<file path="config.mk">
export PLATFORM = sky130hd
export DESIGN_NAME = bs_gnrtr_n_rbtr
export DESIGN_NICKNAME = d
export VERILOG_FILES = /design/src/rtl/bs_gnrtr_n_rbtr.sv
export SDC_FILE = /design/constraint.sdc
export NUM_CORES = 1
export LEC_CHECK = 0
export BUFFER_PORTS_ARGS = -buffer_cell sky130_fd_sc_hd__buf_2
export CORE_UTILIZATION = 45
export CTS_CLUSTER_DIAMETER = 150
export DETAILED_ROUTE_END_ITERATION = 10
export GPL_TIMING_DRIVEN = 0
export PLACE_DENSITY = 0.84
export SLEW_MARGIN = 20
export SYNTH_ARGS = -nofsm -noshare
export SYNTH_HDL_FRONTEND = slang
export SYNTH_SLANG_ARGS = --single-unit
</file>
<file path="constraint.sdc">
create_clock -name clk -period 2.3 [get_ports clk]
set_input_delay 0.23 -clock clk [delete_from_list [all_inputs] [get_ports clk]]
set_output_delay 0.23 -clock clk [all_outputs]
set_load 0.01 [all_outputs]
</file>
<file path="src/rtl/bs_gnrtr_n_rbtr.sv">
`default_nettype none
// ============================================================================
// Module   : bs_gnrtr_n_rbtr
// Purpose  : Per-bus round-robin arbiter that pops one packet from a pending
//            device and delivers it to its destination ID or broadcasts it.
// Revision : 1.0 - initial release
// ============================================================================
module bs_gnrtr_n_rbtr #(
    parameter int         BITS      = 1,
    parameter int         DRVRS     = 4,
    parameter int         PCKG_SZ   = 16,
    parameter logic [7:0] BROADCAST = 8'hFF
) (
    input  logic                                   clk,
    input  logic                                   reset,
    input  logic [BITS-1:0][DRVRS-1:0]              pndng,
    input  logic [BITS-1:0][DRVRS-1:0][PCKG_SZ-1:0] D_pop,
    output logic [BITS-1:0][DRVRS-1:0]              pop,
    output logic [BITS-1:0][DRVRS-1:0]              push,
    output logic [BITS-1:0][DRVRS-1:0][PCKG_SZ-1:0] D_push
);

    localparam int c_id_w = (DRVRS > 1) ? $clog2(DRVRS) : 1;

    typedef enum logic [0:0] {
        ST_IDLE = 1'b0,
        ST_SEND = 1'b1
    } state_t;

    for (genvar b = 0; b < BITS; b++) begin : g_bus
        state_t                         r_state;
        state_t                         w_state_nxt;
        logic [PCKG_SZ-1:0]             r_pkt;
        logic [PCKG_SZ-1:0]             w_pkt_nxt;
        logic [c_id_w-1:0]              r_src;
        logic [c_id_w-1:0]              w_src_nxt;
        logic [c_id_w-1:0]              r_last;
        logic [c_id_w-1:0]              w_last_nxt;
        logic [DRVRS-1:0]               r_pop;
        logic [DRVRS-1:0]               w_pop_nxt;
        logic [DRVRS-1:0]               r_push;
        logic [DRVRS-1:0]               w_push_nxt;
        logic [DRVRS-1:0][PCKG_SZ-1:0]  r_dpush;
        logic [DRVRS-1:0][PCKG_SZ-1:0]  w_dpush_nxt;
        logic                           w_found;
        logic [c_id_w-1:0]              w_win;
        logic [7:0]                     w_dest;

        assign w_dest = r_pkt[PCKG_SZ-1 -: 8];

        // Search starts just after the last granted device and wraps around.
        always_comb begin
            w_found = 1'b0;
            w_win   = '0;
            for (int k = 1; k <= DRVRS; k++) begin
                if (!w_found && pndng[b][(int'(r_last) + k) % DRVRS]) begin
                    w_found = 1'b1;
                    w_win   = c_id_w'((int'(r_last) + k) % DRVRS);
                end
            end
        end

        always_comb begin
            w_state_nxt = r_state;
            w_pkt_nxt   = r_pkt;
            w_src_nxt   = r_src;
            w_last_nxt  = r_last;
            w_pop_nxt   = '0;
            w_push_nxt  = '0;
            w_dpush_nxt = r_dpush;
            case (r_state)
                ST_IDLE: begin
                    if (w_found) begin
                        w_pkt_nxt   = D_pop[b][w_win];
                        w_src_nxt   = w_win;
                        w_pop_nxt   = DRVRS'(1) << w_win;
                        w_state_nxt = ST_SEND;
                    end
                end
                ST_SEND: begin
                    if (w_dest == BROADCAST) begin
                        w_push_nxt = ~(DRVRS'(1) << r_src);
                    end else if ((int'(w_dest) < DRVRS) &&
                                 (int'(w_dest) != int'(r_src))) begin
                        w_push_nxt = DRVRS'(1) << w_dest;
                    end
                    // Invalid or self-addressed IDs leave the mask empty (dropped).
                    w_dpush_nxt = {DRVRS{r_pkt}};
                    w_last_nxt  = r_src;
                    w_state_nxt = ST_IDLE;
                end
                default: w_state_nxt = ST_IDLE;
            endcase
        end

        always_ff @(posedge clk) begin
            if (reset) begin
                r_state <= ST_IDLE;
                r_pkt   <= '0;
                r_src   <= '0;
                r_last  <= c_id_w'(DRVRS - 1);
                r_pop   <= '0;
                r_push  <= '0;
                r_dpush <= '0;
            end else begin
                r_state <= w_state_nxt;
                r_pkt   <= w_pkt_nxt;
                r_src   <= w_src_nxt;
                r_last  <= w_last_nxt;
                r_pop   <= w_pop_nxt;
                r_push  <= w_push_nxt;
                r_dpush <= w_dpush_nxt;
            end
        end

        assign pop[b]    = r_pop;
        assign push[b]   = r_push;
        assign D_push[b] = r_dpush;
    end

endmodule
`default_nettype wire

</file>
==> results.ini <==
[place]
io_buffers=141
hpwl_um=5394
gp_congestion=0.8517
dpl.cell_count=490

[flow_run]
max_cap_violations=0

[die]
ios=142
die_area_um2=6043
die_w_um=77.74
design.core.area_um2=5507
num_rows=27
initial_utilization=0.4688
die_height_um=77.74

[grt]
antenna_found_initial=0
grt_usage=0.2265
grt_pass1_wl_um=10940
grt_pass1_vias=2310
grt_max_degree=16
grt.overflow.total=0

[cts]
cts_tree=built
cts_hold_buf=0
clock_path_buffers=2
cts_sinks=45
clock_latency_ns=0.30
post_cts_buffers=0
clk_pin_slew_worst_paths_ns=0.09
cts_resized=0
cts_made_buffers=5
htreeDepth=2
root_buffer=clkbuf_8

[routing]
drt-vias-per-instance=5.094
vias=2537
routedWlPerCell_um=13.71
drt_iter0_drc=147
first_pass_iters=8
drc=0
routed_wl_um=6826
ant_nets=0

[synthesis]
synth_top_area_share=0.3490
synth_area_um2=2581
synth_top_cell_by_area=dfxtp_1
yosys.cell_count.top_type=buf_4
synthTopCellsByCount=48 x buf_4, 45 x dfxtp_1, 24 x nor2_1, 19 x a21oi_1, 18 x nand3_1
synthFlopType=dfxtp_1
async_flop_share=0
synthCells=277
ys_top_cells_by_area=dfxtp_1 35%, buf_4 14%, mux2i_1 6.6%
synth_edf_count=0
yosysWarnings=0
avgSynthCellArea_um2=9.319
syn-num-nets=347
yosysUniqueCellTypes=40
synth_seq_cells=45
ys_seq_area_frac=0.3490

[critical_path]
crit_fanout=10
crit_path_start_kind=register
worstReg2RegEnd=g_bus[0].r_pkt[15]
crit_type=reg2reg
r2r-start=g_bus[0].r_last[1]
startpoint=g_bus[0].r_last[1]
crit_path_end=g_bus[0].r_pkt[15]
reg2reg_depth=7
end_kind=register
cp.required_ns=2.50
rrSetupSlack_ns=0.20
cp.arrival_ns=2.30

[timing]
period_minus_slack_ns=2.101
totalNegativeSetupSlack_ns=0
period_share=0.9135
tightest_slew_ns=0.6191
finalClockSkew_ns=0.007107
hold_slack_ns=0.2738
finalHoldViolations=0
slew_violations=0
fmax_mhz=475.9
relSlewSlack=0.5857
rsz0062_at_grt=false
setup_viol=0

[cells_and_area]
multi_input_area_um2=1211
syn_to_final_growth_pct=34.32
final_util=0.6296
fill_cells=487
diodes=0
fin_nets=495
drive_gt1_frac=0.5469
instances_no_fill=498
seqCellArea_um2=900.9

[pwr]
power_uw=2007
powerDensity_nw_per_um2=578.7
p_leak_uw=0.001862
ir_worst_vdd_mv=0.3380

[worst_hold_path]
worstHoldPathCells=3
hold_path.class=in2reg

[outcome]
outcome=completed

## sequential cells by signal, indices dropped and copies added (netlist names)
| name | count |
|---|---|
| g_bus.r_state | 1 |
| pop | 4 |
| g_bus.r_src | 2 |
| D_push | 16 |
| push | 4 |
| g_bus.r_pkt | 16 |
| g_bus.r_last | 2 |
## critical path, cell delays in order (launching register included)
cell	delay (ns)
dfxtp_1	0.33
buf_6	0.12
mux2i_1	0.35
o21ai_4	0.10
nor2_4	0.26
buf_12	0.19
mux2_4	0.31
a221o_1	0.32
## cells in the final DEF (no fill, tap or decap), types with 2 or more instances in the layout
cell type / instances
buf_2: 149
buf_4: 48
dfxtp_1: 45
nor2_1: 24
a21oi_1: 19
nand3_1: 18
mux2i_1: 17
o21ai_0: 17
a221o_1: 16
mux2_4: 10
mux2_2: 6
clkbuf_8: 5
clkbuf_1: 4
nand2_1: 3
nor2b_1: 3
inv_1: 3
nand2b_1: 3
a221oi_1: 3
nor4_1: 2
buf_6: 2
or2_2: 2
nand3b_1: 2
a211o_1: 2
nor3_1: 2
nand4_1: 2
## stage by stage
| step | instance area [um2] | setup slack (ns) |
|---|---|---|
| floorplan | 2581 | 0.4016 |
| global placement | 3377 | 0.2837 |
| detailed placement | 3377 | 0.1958 |
| CTS | 3467 | 0.1861 |
| global route | 3467 | 0.09267 |
| finish | 3467 | 0.1989 |
## worst min-delay path by stage
stage,startpoint,to,slack [ns]
2_1_floorplan,pndng[2],pop[0],0.42
3_3_place_gp,g_bus[0].r_pkt[0],g_bus[0].r_pkt[0],0.47
3_5_place_dp,g_bus[0].r_pkt[1],g_bus[0].r_pkt[1],0.49
4_1_cts,D_pop[58],g_bus[0].r_pkt[10],0.27
5_1_grt,D_pop[58],g_bus[0].r_pkt[10],0.27
6_report,D_pop[58],g_bus[0].r_pkt[10],0.27
## cell type report
class	count	area share
clock buffers	5	0.01985
clock inverters	3	0.006135
flip-flops and latches	45	0.2598
inverters	3	0.003248
plain buffers	63	0.1321
well taps	72	0.02598
multi-input cells	166	0.3493
repair buffers	141	0.2035
## logic make-up (layout without fill, tap and decap cells)
| family | count (synthesis) | in the layout | synth area share |
|---|---|---|---|
| compound gates | 64 | 64 | 0.1789 |
| buf+inv | 66 | 215 | 0.1818 |
| flops | 45 | 45 | 0.3490 |
| mux | 33 | 33 | 0.1503 |
| simple gates | 69 | 69 | 0.1401 |
## report_power, final
part           switching [uW]  internal, uW  total (uW)  leakage, uW
Sequential               72.8           848         921     0.000368
Combinational             277           315         592      0.00145
Clock                     278           216         494    0.0000445
Total                     628          1380        2010      0.00186
## metal layers
| metal | part of all wire | vias up | GRT usage |
|---|---|---|---|
| met5 | 0 | - | 0 |
| met4 | 0.021 | 0 | 0.08302 |
| met1 | 0.43 | 1176 | 0.2872 |
| met3 | 0.045 | 19 | 0.03294 |
| met2 | 0.51 | 100 | 0.3876 |
| li1 | - | 1242 | - |
No activity file was read; power rests on OpenSTA's default activity.
